`src/rtl/mul_div_unit.sv`:
```
`default_nettype none
// ============================================================================
//  Module      : mul_div_unit
//  Description : Iterative multiply/divide unit owning the HI/LO pair.
//                Handles MULT, MULTU, DIV, DIVU via a WIDTH-step shift-add /
//                restoring shift-subtract loop, and MTHI/MTLO writes.
//                Optional macro MDU_DIV0_FLAG_EN: divide by zero skips the
//                loop, leaves HI/LO untouched and raises div0 with done.
//  Revision    : 1.0 - initial release
// ============================================================================
module mul_div_unit #(
    parameter int WIDTH = 32
) (
    input  logic             clk,
    input  logic             reset,
    input  logic             start,
    input  logic [1:0]       op,
    input  logic [WIDTH-1:0] a,
    input  logic [WIDTH-1:0] b,
    input  logic             hi_we,
    input  logic             lo_we,
    input  logic [WIDTH-1:0] wdata,
    output logic             busy,
    output logic             done,
    output logic [WIDTH-1:0] hi,
    output logic [WIDTH-1:0] lo,
    output logic             div0
);

    localparam int CW = $clog2(WIDTH + 1);

    typedef enum logic [1:0] {
        S_IDLE = 2'd0,
        S_RUN  = 2'd1,
        S_FIX  = 2'd2
    } state_t;

    state_t             r_state;
    state_t             w_next;
    logic [CW-1:0]      r_cnt;
    logic               r_is_div;
    logic               r_neg_lo;     // negate product / quotient at FIX
    logic               r_neg_hi;     // negate remainder at FIX
    logic [WIDTH-1:0]   r_acc;        // upper accumulator / partial remainder
    logic [WIDTH-1:0]   r_q;          // multiplier shifting out / quotient shifting in
    logic [WIDTH-1:0]   r_opnd;       // multiplicand / divisor magnitude
    logic [WIDTH-1:0]   r_hi;
    logic [WIDTH-1:0]   r_lo;
    logic               r_done;

    // Operand magnitudes: signed ops (op[0]=0) work on |a| and |b|
    logic               w_signed;
    logic [WIDTH-1:0]   w_abs_a;
    logic [WIDTH-1:0]   w_abs_b;
    assign w_signed = ~op[0];
    assign w_abs_a  = (w_signed && a[WIDTH-1]) ? -a : a;
    assign w_abs_b  = (w_signed && b[WIDTH-1]) ? -b : b;

    // One multiply step: conditional add with carry, then shift right
    logic [WIDTH:0]     w_sum;
    assign w_sum = {1'b0, r_acc} + (r_q[0] ? {1'b0, r_opnd} : {(WIDTH+1){1'b0}});

    // One divide step: shift {rem,quot} left, trial-subtract divisor.
    // The remainder stays below the divisor, so WIDTH+1 bits hold the trial.
    logic [WIDTH:0]     w_rem_sh;
    logic [WIDTH:0]     w_trial;
    assign w_rem_sh = {r_acc, r_q[WIDTH-1]};
    assign w_trial  = w_rem_sh - {1'b0, r_opnd};

    // Sign correction applied when results are committed
    logic [2*WIDTH-1:0] w_prod;
    logic [2*WIDTH-1:0] w_prod_fix;
    logic [WIDTH-1:0]   w_quot_fix;
    logic [WIDTH-1:0]   w_rem_fix;
    assign w_prod     = {r_acc, r_q};
    assign w_prod_fix = r_neg_lo ? -w_prod : w_prod;
    assign w_quot_fix = r_neg_lo ? -r_q : r_q;
    assign w_rem_fix  = r_neg_hi ? -r_acc : r_acc;

`ifdef MDU_DIV0_FLAG_EN
    logic w_div_by_zero;
    logic r_dz;
    logic r_div0;
    assign w_div_by_zero = op[1] && (b == '0);
`endif

    // State register
    always_ff @(posedge clk or posedge reset) begin
        if (reset) begin
            r_state <= S_IDLE;
        end else begin
            r_state <= w_next;
        end
    end

    // Next-state logic: IDLE -> RUN (WIDTH steps) -> FIX -> IDLE
    always_comb begin
        w_next = r_state;
        case (r_state)
            S_IDLE: begin
                if (start) begin
`ifdef MDU_DIV0_FLAG_EN
                    w_next = w_div_by_zero ? S_FIX : S_RUN;
`else
                    w_next = S_RUN;
`endif
                end
            end
            S_RUN: begin
                if (r_cnt == CW'(1)) begin
                    w_next = S_FIX;
                end
            end
            S_FIX:   w_next = S_IDLE;
            default: w_next = S_IDLE;
        endcase
    end

    // Datapath: operand capture, iteration, HI/LO commit and MTHI/MTLO writes
    always_ff @(posedge clk or posedge reset) begin
        if (reset) begin
            r_cnt    <= '0;
            r_is_div <= 1'b0;
            r_neg_lo <= 1'b0;
            r_neg_hi <= 1'b0;
            r_acc    <= '0;
            r_q      <= '0;
            r_opnd   <= '0;
            r_hi     <= '0;
            r_lo     <= '0;
            r_done   <= 1'b0;
`ifdef MDU_DIV0_FLAG_EN
            r_dz     <= 1'b0;
            r_div0   <= 1'b0;
`endif
        end else begin
            r_done <= 1'b0;
`ifdef MDU_DIV0_FLAG_EN
            r_div0 <= 1'b0;
`endif
            case (r_state)
                S_IDLE: begin
                    if (hi_we) r_hi <= wdata;
                    if (lo_we) r_lo <= wdata;
                    if (start) begin
                        r_is_div <= op[1];
                        r_acc    <= '0;
                        r_cnt    <= CW'(WIDTH);
                        r_neg_lo <= w_signed & (a[WIDTH-1] ^ b[WIDTH-1]);
                        r_neg_hi <= w_signed & op[1] & a[WIDTH-1];
                        if (op[1]) begin
                            r_q    <= w_abs_a;
                            r_opnd <= w_abs_b;
                        end else begin
                            r_q    <= w_abs_b;
                            r_opnd <= w_abs_a;
                        end
`ifdef MDU_DIV0_FLAG_EN
                        r_dz <= w_div_by_zero;
`endif
                    end
                end
                S_RUN: begin
                    r_cnt <= r_cnt - CW'(1);
                    if (r_is_div) begin
                        r_acc <= w_trial[WIDTH] ? w_rem_sh[WIDTH-1:0] : w_trial[WIDTH-1:0];
                        r_q   <= {r_q[WIDTH-2:0], ~w_trial[WIDTH]};
                    end else begin
                        r_acc <= w_sum[WIDTH:1];
                        r_q   <= {w_sum[0], r_q[WIDTH-1:1]};
                    end
                end
                S_FIX: begin
                    r_done <= 1'b1;
`ifdef MDU_DIV0_FLAG_EN
                    if (r_dz) begin
                        r_div0 <= 1'b1;
                    end else
`endif
                    if (r_is_div) begin
                        r_hi <= w_rem_fix;
                        r_lo <= w_quot_fix;
                    end else begin
                        r_hi <= w_prod_fix[2*WIDTH-1:WIDTH];
                        r_lo <= w_prod_fix[WIDTH-1:0];
                    end
                end
                default: ;
            endcase
        end
    end

    assign busy = (r_state != S_IDLE);
    assign done = r_done;
    assign hi   = r_hi;
    assign lo   = r_lo;
`ifdef MDU_DIV0_FLAG_EN
    assign div0 = r_div0;
`else
    assign div0 = 1'b0;
`endif

endmodule
`default_nettype wire

```
`config.mk`:
```
export PLATFORM = sky130hd
export DESIGN_NAME = mul_div_unit
export DESIGN_NICKNAME = d
export VERILOG_FILES = /design/src/rtl/mul_div_unit.sv
export SDC_FILE = /design/constraint.sdc
export NUM_CORES = 1
export LEC_CHECK = 0
export CORE_MARGIN = 8
export CORE_UTILIZATION = 58
export CTS_CLUSTER_SIZE = 25
export DETAILED_ROUTE_END_ITERATION = 8
export PLACE_DENSITY = 0.82
export SLEW_MARGIN = 30
export SYNTH_ARGS = -nofsm -noshare
export SYNTH_HDL_FRONTEND = slang
export SYNTH_SLANG_ARGS = --single-unit
```
`constraint.sdc`:
```
create_clock -name clk -period 5.67 [get_ports clk]
set_clock_uncertainty 0.05 [all_clocks]
set_input_delay 0.567 -clock clk [delete_from_list [all_inputs] [get_ports clk]]
set_output_delay 0.567 -clock clk [all_outputs]
set_load 0.02 [all_outputs]
```
# ---- Word level (Yosys, flattened, before mapping)
# Index checks and enable logic that the tools add are counted.
dict set report totals {
  regBits 172
  out_inout_bits 67
  wordCells 70
}
dict set report classes {
  addsub 8
  n_eq_ne 7
  n_mux 27
  n_bitwise 6
  n_reduce_logical 11
}
# cell n
set ops {}
lappend ops {{2-to-1 mux 32 bit} 16}
lappend ops {{case mux 32 bit (2 select lines)} 4}
lappend ops {{negation 32 bit} 4}
lappend ops {{2-to-1 mux 64 bit} 1}
lappend ops {{negation 64 bit} 1}
lappend ops {{adder 32 x 32 -> 33 bit} 1}
lappend ops {{subtractor 33 x 32 -> 33 bit} 1}
lappend ops {{case mux 6 bit (2 select lines)} 1}
lappend ops {{AND reduction 2 bit} 5}
lappend ops {{!= test 2 bit, second input constant} 4}
lappend ops {{equality test 6 x 1 -> 1 bit, second input constant} 1}
lappend ops {{2-to-1 mux 6 bit} 1}
lappend ops {{nonzero test 2 bit} 3}
lappend ops {{subtractor 6 x 1 -> 6 bit, second input constant} 1}
lappend ops {{2-to-1 mux 2 bit} 2}
lappend ops {{case mux 2 bit (2 select lines)} 1}
lappend ops {{bitwise AND 1 bit} 3}
lappend ops {{equality test 2 x 1 -> 1 bit, second input constant} 1}
lappend ops {{equality test 2 bit, second input constant} 1}
lappend ops {{logical AND 1 bit} 2}
lappend ops {{zero test 2 bit} 1}
lappend ops {{NOT 1 bit} 2}
lappend ops {{2-to-1 mux 1 bit} 1}
lappend ops {{XOR 1 bit} 1}

# ---- Logic depth before layout (Yosys ltp)
dict set report depth {
  ltp_word 6
  mapped_depth 15
  depth_no_buf 14
}

# ---- Least setup slack after synthesis
# No wires, ideal clock.
dict set report synth_path {
  path_type {register -> register}
  start {register r_q[31]}
  end {register r_acc[4]}
  setup_time_ps 136
  arrival_ps 3293
  required_ps 5484
  slack_ps 2192
  stages_incl_launch_ff 15
  n_path_buf 1
  synth_period_minus_slack_ps 3478
  path_cell_list {dfrtp_1 > inv_1 > ha_1 > fa_1 > nand2b_1 > a21oi_1 > o41a_1 > a32o_2 > a211oi_2 > o31ai_2 > a211oi_4 > xnor2_2 > buf_2 > mux2i_1 > o21ai_0}
}
dict set report synth_between {
  elab_chain_cells 4
}
# element line_no
set synth_rtl {}
lappend synth_rtl {{start: declaration} 45} ;# logic [WIDTH-1:0] r_q;
lappend synth_rtl {{start signal: assignment} 152} ;# r_q <= w_abs_a;
lappend synth_rtl {{start signal: assignment} 155} ;# r_q <= w_abs_b;
lappend synth_rtl {{start signal: assignment} 167} ;# r_q <= {r_q[WIDTH-2:0], ~w_trial[WIDTH]};
lappend synth_rtl {{subtractor 33 x 32 -> 33 bit} 68} ;# assign w_trial = w_rem_sh - {1'b0, r_opnd};
lappend synth_rtl {{2-to-1 mux 32 bit} 166} ;# r_acc <= w_trial[WIDTH] ? w_rem_sh[WIDTH-1:0] : w_trial[WIDTH-1:0];
lappend synth_rtl {{2-to-1 mux 32 bit} 165} ;# if (r_is_div) begin
lappend synth_rtl {{case mux 32 bit (2 select lines)} 141} ;# case (r_state)
lappend synth_rtl {{end signal: assignment} 166}
lappend synth_rtl {{end signal: assignment} 169} ;# r_acc <= w_sum[WIDTH:1];
lappend synth_rtl {{end: declaration} 44} ;# logic [WIDTH-1:0] r_acc;
# Every way passes these cells.
# A chain may end at the register's enable or synchronous reset.

# ---- Worst setup path in the final report
dict set report layout_path {
  start {register r_q[0]}
  end {register r_acc[31]}
}
dict set report layout_between {
  elab_chain_cells 4
}
# element line_no
set layout_rtl {}
lappend layout_rtl {{2-to-1 mux 32 bit} 61} ;# assign w_sum = {1'b0, r_acc} + (r_q[0] ? {1'b0, r_opnd} : {(WIDTH+1){1'b0}});
lappend layout_rtl {{adder 32 x 32 -> 33 bit} 61}
lappend layout_rtl {{2-to-1 mux 32 bit} 165}
lappend layout_rtl {{case mux 32 bit (2 select lines)} 141}
# Every way passes these cells.

==> flow_results.org <==
** STA
- Achievable frequency :: 224.8 MHz
- Slew headroom :: 0.3741
- The number of hold violations in the final report is 0.
- Final Critical Period :: 4449 ps
- Setup Total Neg Slack :: 0 ps
- Count of final max-slew check failures :: 0
- Portion of the clock cycle consumed by the worst path in the final layout :: 0.7846
- Setup repair after global routing left no endpoint under its margin.
- Pin slew with the least headroom to its limit :: 915.1 ps
- Setup-violating endpoint count in the final report :: 0

** Place
- The congestion estimate from routability-driven global placement came to 0.9530.
- Placed cell count :: 2278
- Number of buffer cells added on primary ports :: 168
- DP HPWL :: 37460 um

** Synthesis
- Synthesized cell area :: 0.01464 sq mm
- Post-synthesis async set-or-reset flop share :: 1.000
- By area the synthesized netlist is led by dfrtp_1 (29%), o21ai_0 (7.0%), ha_1 (6.0%), a21oi_1 (5.9%), xnor2_1 (5.4%).
- For this run, the register share of the synthesized area comes to 0.2940.
- Most numerous cell types in the synthesized netlist :: o21ai_0 (204), nand2_1 (198), a21oi_1 (172), dfrtp_1 (172), nor2_1 (169)
- The most common cell in the synthesized netlist is o21ai_0.
- Top cell type by total area after synthesis :: dfrtp_1
- For this run, the leading register cell type out of synthesis is dfrtp_1.
- The average instance in the mapped netlist occupies 7.833 sq um.
- Yosys top cell area share :: 0.2940
- Gate Count Post-Synth :: 1869
- Number of warnings reported in the yosys synthesis log :: 0
- Count of different cell masters after synthesis :: 70
- In this run, synthesis produced a sequential element count of 172.
- Counting every net in the synthesized netlist gives 2044.
- EDFF count, synth :: 0

** Setup path
- Data on the critical path is required at its endpoint by 5900 ps.
- STA classifies the critical path endpoint as a register.
- The largest single stage delay on the critical path is 790 ps.
- Critical Path Start Type :: register
- Of all nets on the critical path, the largest fanout is 18.
- Signal arrival time at the worst endpoint :: 4680 ps
- The critical path in this run is classified as reg2reg.
- Cells along the critical path :: inv_1 > buf_4 > nor2_1 > ha_1 > a21o_1 > a21o_1 > a21oi_1 > nand2b_1 > a2111oi_0 > nor2_1 > a31oi_1 > nor2b_1 > o21ai_0 > a41oi_1
- Slowest stage cell on the critical path :: a2111oi_0

** Floorplanning
- The die is 174.9 um wide.
- During I/O placement, the number of pins put on the boundary was 170.
- In this run the vertical extent of the chip is 174.9 um.
- Initial cell density of the core :: 0.5864
- Standard cell core area :: 0.02496 sq mm
- The floorplan step defined a die boundary enclosing 0.03058 sq mm.
- In this run the core area contains 58 standard-cell rows.

** Detailed routing
- Average wire per standard cell :: 21.10 um
- Count of unresolved DRC violations after routing :: 0
- The pre-antenna-repair detailed-routing pass consisted of 6 iterations.
- Per-cell via count in the routed design :: 6.419
- Across all layers, the routed design uses 14840 vias.
- Once detail routing completed, the nets flagged for antenna violations numbered 0.
- The detailed router finished its first iteration with 1660 violations.
- Wires add up to 48760 um.

** Power and ir drop
- The analysis attributes to net switching a power of 5.648 mW.
- Clock network fraction of total power :: 0.106
- Switching share of power :: 0.5066
- Of the total power, registers draw 0.240.
- PwrDens :: 652.2 mW/mm^2
- Summed over all cells, the static leakage comes to 7.273 nW.
- Internal power comes to 5.502 mW.
- Peak supply drop :: 0.3093 mV
- Comb power frac :: 0.655

** Global route
- The number of antenna violations at the first check in global routing was 0.
- The first global-routing pass estimated 76310 um of wire.
- Overflow after GRT :: 0
- Maximum number of pins on one net before global-route repair :: 90
- Number of global-route vias before repair :: 13950
- In the global route stage, overall resource usage came out at 0.3097.

** Clock tree
- Root buffer cell :: clkbuf_16
- The H-tree was split into 4 levels.
- Number of hold buffers added after CTS :: 0
- Clock-pin slew was measured on the worst setup and hold paths at 70 ps.
- Clock buffer count from CTS :: 17
- Clock tree buffer depth :: 2
- TritonCTS Sinks :: 172
- For the worst-skew pair, the clock arrives at the later sink with an insertion delay of 450 ps.
- Gates resized during post-CTS repair numbered 0.
- TritonCTS built the clock tree.
- Post-CTS setup buffer count :: 0

** Layout
- The repair_antennas step left the layout with diodes totalling 0.
- Final standard cell count with taps included and fillers excluded :: 2311
- Final-stage net count :: 2143
- Share of post-route cells with drive strength above 1 :: 0.04038
- Area growth syn-to-layout :: 16.79%

** Min path
- The worst hold path belongs to the class reg2reg.

** Flow run
- Number of max-cap violations :: 0

** Outcome
- Result of the run :: completed
## layout make-up
| type | count | area [sq um] |
|---|---|---|
| clock buffer | 18 | 439.2 |
| fill | 2124 | 7868 |
| tap | 330 | 412.9 |
| timing repair buffer | 190 | 1862 |
| multi-input combinational | 1521 | 9696 |
| clock inverter | 14 | 128.9 |
| inverter | 66 | 252.7 |
| sequential | 172 | 4305 |
## worst max-delay path: cells and delay by family, from the launching register on
family | cells | cell delay [ps]
AO/OA/AOI/OAI | 7 | 2010
buffers and inverters | 2 | 880
AND/OR/NAND/NOR | 4 | 480
flip-flops | 1 | 480
adder cells (fa/ha/maj) | 1 | 360
## through the flow
stage	power [mW]	cell area (sq um)	utilization	setup slack, ps	hold WS, ps
floorplan	7.589	14640	-	392.9	395.6
global placement	9.589	16500	0.6610	1290	410.6
detailed placement	9.778	16500	0.6610	1238	415.5
CTS	10.99	17070	0.6837	1360	432.7
global route	11.87	17100	0.6848	1127	460.7
finish	11.15	17100	0.6848	1221	429.1
## final timing paths
path,depth (start not counted),to,slack (ps),startpoint
worst max-delay path,14,r_acc[31]$_DFFE_PP0P_,1220,r_q[0]$_DFFE_PP0P_
worst min-delay path,2,r_opnd[24]$_DFFE_PP0P_,430,r_opnd[24]$_DFFE_PP0P_
worst max register to register,14,r_acc[31]$_DFFE_PP0P_,1220,r_q[0]$_DFFE_PP0P_
worst min register to register,2,r_opnd[24]$_DFFE_PP0P_,430,r_opnd[24]$_DFFE_PP0P_
max in group asynchronous,3,r_acc[31]$_DFFE_PP0P_,3820,reset
min in group asynchronous,2,lo[29]$_DFFE_PP0P_,610,reset
## kinds of logic after synthesis
kind of cell	count (synthesis)	synth area share
fa+ha+maj	72	0.06256
flops	172	0.2940
buf+inv	176	0.04624
simple gates	589	0.1844
xor+xnor	172	0.1034
other cells	1	0.0002562
compound gates	616	0.2602
mux	71	0.04889
## placed cells by master, fill, tap and decap left out, types with 5 or more instances in the layout
cell	netlist	routed
o31ai_1	27	27
nor3_1	31	31
buf_4	2	21
a311oi_1	5	5
dfrtp_1	172	171
nor2_1	169	168
o221ai_1	29	29
nand2_1	198	197
xor2_1	80	80
clkdlybuf4s50_1	0	167
inv_1	66	64
nand2b_1	18	16
and2_1	13	13
nor4_1	22	22
o211ai_1	25	25
nor4b_1	5	5
nand3_1	58	58
o21a_1	10	10
ha_1	70	70
clkbuf_16	0	17
a211oi_1	11	11
mux2i_1	67	67
xnor2_1	91	91
o21bai_1	8	7
o21ai_0	204	204
or3_1	10	10
o41ai_1	11	11
nor2b_1	17	17
or4_1	11	11
a22oi_1	25	25
and3_1	19	19
a21oi_1	172	172
inv_6	0	7
a21o_1	29	29
a31oi_1	12	12
a2111oi_0	5	5
## flip-flops by register name (all words and copies together) (netlist names)
register	cells
hi	32
done	1
lo	32
r_neg_hi	1
r_state	2
r_is_div	1
r_neg_lo	1
r_cnt	6
r_acc	32
r_opnd	32
r_q	32
## layer usage
| metal | vias to the layer above | part of all wire | track usage |
|---|---|---|---|
| met1 | 7016 | 0.43 | 0.4126 |
| met5 | - | 0 | 0 |
| li1 | 6926 | - | - |
| met3 | 148 | 0.079 | 0.05741 |
| met4 | 0 | 0.048 | 0.1420 |
| met2 | 745 | 0.45 | 0.4816 |
## power groups by stage
stage,Clock [mW],Sequential [mW],Combinational (mW)
floorplan,0,2.56,5.02
global placement,0,2.63,6.96
detailed placement,0,2.66,7.12
CTS,1.17,2.64,7.18
global route,1.22,2.73,7.92
finish,1.18,2.68,7.30
(Power assumes the default switching activity.)
